### config.mk
export PLATFORM = sky130hd
export DESIGN_NAME = noc_out_port_alloc_flat
export DESIGN_NICKNAME = d
export VERILOG_FILES = /design/src/rtl/noc_alloc_pkg.sv /design/src/rtl/noc_out_port_alloc_if.sv /design/src/rtl/rr_prio_pick.sv /design/src/rtl/noc_out_port_alloc.sv /design/src/flat_wrapper.sv
export SDC_FILE = /design/constraint.sdc
export NUM_CORES = 1
export LEC_CHECK = 0
export BUFFER_PORTS_ARGS = -buffer_cell sky130_fd_sc_hd__buf_2
export CAP_MARGIN = 25
export CORE_ASPECT_RATIO = 1.5
export CORE_MARGIN = 4
export CORE_UTILIZATION = 51
export DETAILED_ROUTE_END_ITERATION = 7
export PLACE_DENSITY = 0.78
export SLEW_MARGIN = 15
export SYNTH_ARGS = -nofsm -noshare
export SYNTH_HDL_FRONTEND = slang
export SYNTH_SLANG_ARGS = --single-unit
### constraint.sdc
create_clock -name clk -period 2.65 [get_ports clk]
set_clock_uncertainty 0.05 [all_clocks]
set_input_delay 0.3975 -clock clk [delete_from_list [all_inputs] [get_ports clk]]
set_output_delay 0.3975 -clock clk [all_outputs]
set_load 0.01 [all_outputs]
### src/rtl/noc_alloc_pkg.sv
// Shared types and helpers for the NoC output-port allocator.
package noc_alloc_pkg;

  typedef enum logic [0:0] {IDLE, XFER} alloc_state_t;

  localparam int unsigned NUM_IN_DFLT     = 4;
  localparam int unsigned CRED_DEPTH_DFLT = 4;
  localparam int unsigned SEL_W           = $clog2(NUM_IN_DFLT);
  localparam int unsigned CRED_W          = $clog2(CRED_DEPTH_DFLT + 1);
  localparam int unsigned PICK_W          = 32;

  // Lowest-index set bit; returns 0 for an all-zero vector.
  function automatic int unsigned first_set_idx(input logic [PICK_W-1:0] vec);
    int unsigned idx;
    idx = 0;
    for (int i = int'(PICK_W) - 1; i >= 0; i--) begin
      if (vec[i]) idx = unsigned'(i);
    end
    return idx;
  endfunction

endpackage

### src/rtl/noc_out_port_alloc_if.sv
// Handshake bundle between input buffers / downstream credits and the output-port allocator.
// Carries the starve vector only when NOC_ALLOC_WAITMON_EN is defined.
interface noc_out_port_alloc_if #(
  parameter int unsigned NUM_IN     = 4,
  parameter int unsigned CRED_DEPTH = 4
);
  localparam int unsigned SelW  = $clog2(NUM_IN);
  localparam int unsigned CredW = $clog2(CRED_DEPTH + 1);

  logic [NUM_IN-1:0] in_valid;
  logic [NUM_IN-1:0] in_tail;
  logic [NUM_IN-1:0] in_ready;
  logic              out_valid;
  logic              out_tail;
  logic [SelW-1:0]   out_sel;
  logic [NUM_IN-1:0] grant;
  logic              credit_in;
  logic [CredW-1:0]  credit_cnt;
  logic              err_credit;
`ifdef NOC_ALLOC_WAITMON_EN
  logic [NUM_IN-1:0] starve;

  modport master (
    output in_valid, in_tail, credit_in,
    input  in_ready, out_valid, out_tail, out_sel, grant, credit_cnt, err_credit, starve
  );
  modport slave (
    input  in_valid, in_tail, credit_in,
    output in_ready, out_valid, out_tail, out_sel, grant, credit_cnt, err_credit, starve
  );
`else
  modport master (
    output in_valid, in_tail, credit_in,
    input  in_ready, out_valid, out_tail, out_sel, grant, credit_cnt, err_credit
  );
  modport slave (
    input  in_valid, in_tail, credit_in,
    output in_ready, out_valid, out_tail, out_sel, grant, credit_cnt, err_credit
  );
`endif

endinterface

### src/rtl/rr_prio_pick.sv
// Combinational round-robin pick: lowest request inside the priority mask, else lowest request.
module rr_prio_pick
  import noc_alloc_pkg::*;
#(
  parameter int unsigned NUM_IN = 4
) (
  input  logic [NUM_IN-1:0]         req,
  input  logic [NUM_IN-1:0]         pr,
  output logic [$clog2(NUM_IN)-1:0] idx,
  output logic [NUM_IN-1:0]         onehot,
  output logic                      any
);
  localparam int unsigned SelW = $clog2(NUM_IN);

  logic [NUM_IN-1:0] masked;
  logic [PICK_W-1:0] pick_vec;

  always_comb begin
    masked   = req & pr;
    pick_vec = '0;
    pick_vec[NUM_IN-1:0] = (masked != '0) ? masked : req;
    any      = |req;
    idx      = SelW'(first_set_idx(pick_vec));
    onehot   = '0;
    if (any) onehot[idx] = 1'b1;
  end

endmodule

### src/rtl/noc_out_port_alloc.sv
// Packet-locked round-robin output-port allocator with downstream credit gating.
// Optional per-input starvation monitor enabled by NOC_ALLOC_WAITMON_EN.
module noc_out_port_alloc
  import noc_alloc_pkg::*;
#(
  parameter int unsigned NUM_IN     = NUM_IN_DFLT,
  parameter int unsigned CRED_DEPTH = CRED_DEPTH_DFLT,
  parameter int unsigned MAX_WAIT   = 15
) (
  input logic                 clk,
  input logic                 reset,
  noc_out_port_alloc_if.slave bus
);
  localparam int unsigned      SelW    = $clog2(NUM_IN);
  localparam int unsigned      CredW   = $clog2(CRED_DEPTH + 1);
  localparam logic [CredW-1:0] CredMax = CredW'(CRED_DEPTH);
  localparam logic [CredW-1:0] CredOne = CredW'(1);

  alloc_state_t      state_q;
  logic [NUM_IN-1:0] grant_q;
  logic [NUM_IN-1:0] pr_q;
  logic [NUM_IN-1:0] pr_next;
  logic [NUM_IN-1:0] win_onehot;
  logic [SelW-1:0]   sel_q;
  logic [SelW-1:0]   win_idx;
  logic              win_any;
  logic              can_send;
  logic              xfer;
  logic              xfer_tail;
  logic [CredW-1:0]  credit_q, credit_d;
  logic              err_q, err_d;

  rr_prio_pick #(
    .NUM_IN (NUM_IN)
  ) u_pick (
    .req    (bus.in_valid),
    .pr     (pr_q),
    .idx    (win_idx),
    .onehot (win_onehot),
    .any    (win_any)
  );

  always_comb begin
    can_send  = (credit_q != '0);
    xfer      = (state_q == XFER) && bus.in_valid[sel_q] && can_send;
    xfer_tail = xfer && bus.in_tail[sel_q];
    // Priority goes to the inputs strictly above the winner.
    pr_next   = ~((win_onehot << 1) - NUM_IN'(1));
  end

  assign bus.in_ready   = grant_q & {NUM_IN{xfer}};
  assign bus.out_valid  = xfer;
  assign bus.out_tail   = xfer_tail;
  assign bus.out_sel    = sel_q;
  assign bus.grant      = grant_q;
  assign bus.credit_cnt = credit_q;
  assign bus.err_credit = err_q;

  always_ff @(posedge clk or posedge reset) begin
    if (reset) begin
      state_q <= IDLE;
      grant_q <= '0;
      sel_q   <= '0;
      pr_q    <= '1;
    end else begin
      case (state_q)
        IDLE: begin
          if (win_any && can_send) begin
            grant_q <= win_onehot;
            sel_q   <= win_idx;
            pr_q    <= pr_next;
            state_q <= XFER;
          end
        end
        XFER: begin
          if (xfer_tail) begin
            grant_q <= '0;
            state_q <= IDLE;
          end
        end
        default: state_q <= IDLE;
      endcase
    end
  end

  // A returned credit only becomes usable on the following cycle.
  always_comb begin
    credit_d = credit_q;
    err_d    = err_q;
    case ({xfer, bus.credit_in})
      2'b10: credit_d = credit_q - CredOne;
      2'b01: begin
        if (credit_q == CredMax) err_d = 1'b1;
        else                     credit_d = credit_q + CredOne;
      end
      default: ;
    endcase
  end

  always_ff @(posedge clk or posedge reset) begin
    if (reset) begin
      credit_q <= CredMax;
      err_q    <= 1'b0;
    end else begin
      credit_q <= credit_d;
      err_q    <= err_d;
    end
  end

`ifdef NOC_ALLOC_WAITMON_EN
  localparam int unsigned      WaitW   = $clog2(MAX_WAIT + 2);
  localparam logic [WaitW-1:0] WaitSat = WaitW'(MAX_WAIT + 1);
  localparam logic [WaitW-1:0] WaitMax = WaitW'(MAX_WAIT);

  logic [NUM_IN-1:0][WaitW-1:0] wait_q, wait_d;
  logic [NUM_IN-1:0]            starve_q, starve_d;

  always_comb begin
    for (int i = 0; i < int'(NUM_IN); i++) begin
      wait_d[i] = '0;
      if (bus.in_valid[i] && !grant_q[i]) begin
        wait_d[i] = (wait_q[i] == WaitSat) ? WaitSat : wait_q[i] + WaitW'(1);
      end
      starve_d[i] = (wait_d[i] > WaitMax);
    end
  end

  always_ff @(posedge clk or posedge reset) begin
    if (reset) begin
      wait_q   <= '0;
      starve_q <= '0;
    end else begin
      wait_q   <= wait_d;
      starve_q <= starve_d;
    end
  end

  assign bus.starve = starve_q;
`endif

  a_grant_onehot0: assert property (@(posedge clk) disable iff (reset) $onehot0(grant_q));
  a_ready_onehot0: assert property (@(posedge clk) disable iff (reset) $onehot0(bus.in_ready));
  a_ready_valid:   assert property (@(posedge clk) disable iff (reset)
                                    (bus.in_ready & ~bus.in_valid) == '0);
  a_credit_max:    assert property (@(posedge clk) disable iff (reset) credit_q <= CredMax);

endmodule

### src/flat_wrapper.sv
// flat-port wrapper written by rule: the top's interface ports become plain ports
module noc_out_port_alloc_flat import noc_alloc_pkg::*;
#(
  parameter int unsigned NUM_IN     = NUM_IN_DFLT,
  parameter int unsigned CRED_DEPTH = CRED_DEPTH_DFLT,
  parameter int unsigned MAX_WAIT   = 15
)
  (clk, reset, bus_in_valid, bus_in_tail, bus_credit_in, bus_in_ready, bus_out_valid, bus_out_tail, bus_out_sel, bus_grant, bus_credit_cnt, bus_err_credit);
  noc_out_port_alloc_if #(.NUM_IN(NUM_IN), .CRED_DEPTH(CRED_DEPTH)) bus_i ();
  input logic clk;
  input logic reset;
  input wire logic [$bits(bus_i.in_valid)-1:0] bus_in_valid;
  input wire logic [$bits(bus_i.in_tail)-1:0] bus_in_tail;
  input wire logic [$bits(bus_i.credit_in)-1:0] bus_credit_in;
  output wire logic [$bits(bus_i.in_ready)-1:0] bus_in_ready;
  output wire logic [$bits(bus_i.out_valid)-1:0] bus_out_valid;
  output wire logic [$bits(bus_i.out_tail)-1:0] bus_out_tail;
  output wire logic [$bits(bus_i.out_sel)-1:0] bus_out_sel;
  output wire logic [$bits(bus_i.grant)-1:0] bus_grant;
  output wire logic [$bits(bus_i.credit_cnt)-1:0] bus_credit_cnt;
  output wire logic [$bits(bus_i.err_credit)-1:0] bus_err_credit;
  assign bus_i.in_valid = bus_in_valid;
  assign bus_i.in_tail = bus_in_tail;
  assign bus_i.credit_in = bus_credit_in;
  assign bus_in_ready = bus_i.in_ready;
  assign bus_out_valid = bus_i.out_valid;
  assign bus_out_tail = bus_i.out_tail;
  assign bus_out_sel = bus_i.out_sel;
  assign bus_grant = bus_i.grant;
  assign bus_credit_cnt = bus_i.credit_cnt;
  assign bus_err_credit = bus_i.err_credit;
  noc_out_port_alloc #(.NUM_IN(NUM_IN), .CRED_DEPTH(CRED_DEPTH), .MAX_WAIT(MAX_WAIT)) u_core (.clk(clk), .reset(reset), .bus(bus_i));
endmodule
==> flow_summary_export.csv <==
group,metric,value,unit
timing,finalCriticalPeriod,2440,ps
global_routing,antenna_found_initial,0,
logic_synthesis,yosysTopAreaCell,"dfrtp_1",
die,initial_core_util,54.2,%
detailed_routing,drc_errors,0,
die,die_w,44.0,um
worst_setup_path,r2r_start,"u_core.bus.out_sel[0]",
worst_setup_path,cp_slowest_cell,"dfrtp_1",
timing,slew_headroom,61.1,%
placement,place_inst,142,
global_routing,grt_overflow,0,
die,die-area,2730,um^2
clock_network,clock_path_buffers,2,
logic_synthesis,synth_enable_flop_cells,0,
timing,setup_tns,0,ps
timing,hold_viol_final,0,
clock_network,cts.clk_slew.worst_paths,80,ps
worst_setup_path,cp.required,2790,ps
logic_synthesis,ys_top_cells_by_area,"dfrtp_1, dfstp_2, mux2i_1",
worst_setup_path,cp_common_cell,"mux2i_1",
placement,port_buffers,26,
detailed_routing,via_per_inst,6.08,
logic_synthesis,synth_seq_cells,15,
detailed_routing,num_vias,888,
logic_synthesis,synth_top_area_share,25.2,%
status,outcome,"complete, no violations",
worst_setup_path,crit_type,"flop to flop",
worst_setup_path,critPathCapture,"u_core.bus.credit_cnt[2]",
detailed_routing,drt_wl_total,2.24,mm
worst_setup_path,crit_arrival,2580,ps
logic_synthesis,ys.warnings.count,0,
die,core,1830,um^2
timing,fin_hold_ws,114,ps
clock_network,cts-hold-fix-buffers,0,
final_layout,syn2layout_area_growth,16.9,%
worst_setup_path,critPathLaunch,"u_core.bus.out_sel[0]",
final_layout,fin_util,63.4,%
clock_network,post_cts_buffers,0,
global_routing,grt_max_degree,16,
global_routing,grt_pass1_wl,3.72,mm
clock_network,clockRootBuffer,"clkbuf_4",
final_layout,postLayoutCellArea,1160,um^2
logic_synthesis,postSynthAreaPerCell,10.2,um^2
die,die_h,62.0,um
detailed_routing,drtAntennaViolNets,0,
timing,finalSetupViolCount,0,
logic_synthesis,ys_seq_area_share,38.5,%
placement,hpwl,1.76,mm
detailed_routing,drt-pass1-iter-count,4,
pwr,p_leak,0.563,nW
min_path,min_path_type,"primary input to asynchronous set/reset pin",
logic_synthesis,synthCells,97,
clock_network,clkLatencyLatePin,280,ps
logic_synthesis,ys.flop_type,"dfrtp_1",
final_layout,diodes,0,
timing,drv_slew,0,
final_layout,instances_no_fill,146,
final_layout,final_layout_size_suffix_gt1_share,35.2,%
logic_synthesis,synth.distinct_cells,41,
global_routing,grt_pass1_vias,837,
timing,tightest_slew,583,ps
logic_synthesis,synth.most_common_cell,"dfrtp_1",
timing,setup_slack,214,ps
run,max-cap-violations,0,
worst_setup_path,worstReg2RegEnd,"u_core.bus.credit_cnt[2]",
logic_synthesis,yosys-top-cells-count,"dfrtp_1, nand2_1, inv_1",
placement,gp_congestion,0.814,
worst_setup_path,max_stage_delay,460,ps
worst_setup_path,critPathMaxFanout,5,
detailed_routing,wl_per_cell,15.4,um
placement,placed_area,1130,um^2
logic_synthesis,synth-async-reset-ratio,100,%
die,rows,19,
detailed_routing,drt-initial-drc-count,27,
worst_setup_path,reg2reg_depth,9,
pwr,total_power,1.40,mW
pwr,powerDensity,1210,nW/um^2
timing,grt_setup_unrepaired,"false",
worst_setup_path,crit_path_cell_trace,"mux2i_1 > o22ai_4 > and2_1 > nand2b_1 > fa_1 > or2_2 > nor3_1 > mux2i_1 > o211ai_1",
timing,max_freq,411,MHz
logic_synthesis,synthesis.area,992,um^2
pwr,ir_drop,748,uV
worst_setup_path,crit_path_start_kind,"flop",
logic_synthesis,postSynthNetCount,109,
timing,fin_crit_sh,91.9,%
final_layout,n_fill_cell,166,
worst_setup_path,cp-end-kind,"flop",
clock_network,cts_inserted_buffers,3,
global_routing,track_usage,18.6,%
clock_network,clkSinkCount,15,
clock_network,ctsResizeCount,0,
placement,pre_cts_ws,207,ps
die,io_pins,27,
clock_network,cts_tree,"yes",
clock_network,htree_levels,1,
worst_setup_path,reg2reg_slack,210,ps
final_layout,fin_nets,138,
==> critical path: cells and delay by family, from the launching register on <==
kind / cells / cell delay [ps]
AND/OR/NAND/NOR: 4 / 800
AO/OA/AOI/OAI: 2 / 230
multiplexers: 2 / 430
flip-flops: 1 / 460
adder cells (fa/ha/maj): 1 / 390
==> area by class of cell <==
| class | count | area [um^2] | area share [%] |
|---|---|---|---|
| clock buffers | 4 | 26.3 | 2.27 |
| well taps | 21 | 26.3 | 2.27 |
| flip-flops and latches | 15 | 382 | 32.9 |
| multi-input cells | 72 | 558 | 48.1 |
| inverters | 6 | 22.5 | 1.94 |
| repair buffers | 28 | 145 | 12.5 |
==> sequential cells by signal, summed over array words and instances (netlist names) <==
name	count
u_core.bus.grant	4
u_core.pr_q	4
u_core.bus.out_sel	2
u_core.bus.credit_cnt	3
u_core.state_q	1
u_core.bus.err_credit	1
==> routing by layer <==
layer / up-vias / global-route usage [%] / part of all wire (%)
li1: 414 / - / -
met1: 437 / 20.9 / 39
met2: 33 / 33.1 / 54
met3: 4 / 2.02 / 4.9
met4: 0 / 11.6 / 1.9
met5: - / 0 / 0
==> power by group <==
group	total, mW	switching [mW]	internal (mW)
clock	0.129	0.0705	0.0584
sequential	0.485	0.137	0.348
combinational	0.789	0.419	0.370
total	1.40	0.627	0.777
==> placed cells by master, fill, tap and decap left out, drive strengths merged, types with 2 or more instances in the layout <==
master	synthesis	final
nand2	7	7
nand2b	2	2
o2bb2ai	2	2
mux2i	5	5
nand3	3	3
o21a	4	4
nor2	4	4
a21boi	2	2
a22oi	4	4
o21ai	3	3
a21o	3	3
o211ai	2	2
nor3	4	4
dfstp	5	5
xor2	2	2
and3	5	5
buf	3	28
inv	6	6
clkbuf	1	4
dfrtp	10	10
and2	3	3
a211oi	2	2
==> worst min path at each step <==
stage,slack [ps],endpoint,cells past startpoint
after floorplan,250,u_core.bus.credit_cnt[0],1
after global placement,400,u_core.bus.err_credit,2
after detailed placement,410,u_core.bus.err_credit,2
after CTS,130,u_core.bus.credit_cnt[1],2
after global routing,150,u_core.bus.credit_cnt[1],2
final,110,u_core.bus.credit_cnt[1],2
==> logic make-up after synthesis <==
| family | after synthesis | synth area share (%) |
|---|---|---|
| AND/OR/NAND/NOR | 32 | 19.5 |
| AO/OA/AOI/OAI | 30 | 24.5 |
| flip-flops | 15 | 38.5 |
| buffers and inverters | 10 | 5.30 |
| multiplexers | 7 | 8.45 |
| XOR/XNOR | 2 | 1.77 |
| adder cells (fa/ha/maj) | 1 | 2.02 |
Power figures use the tool's default switching activity.
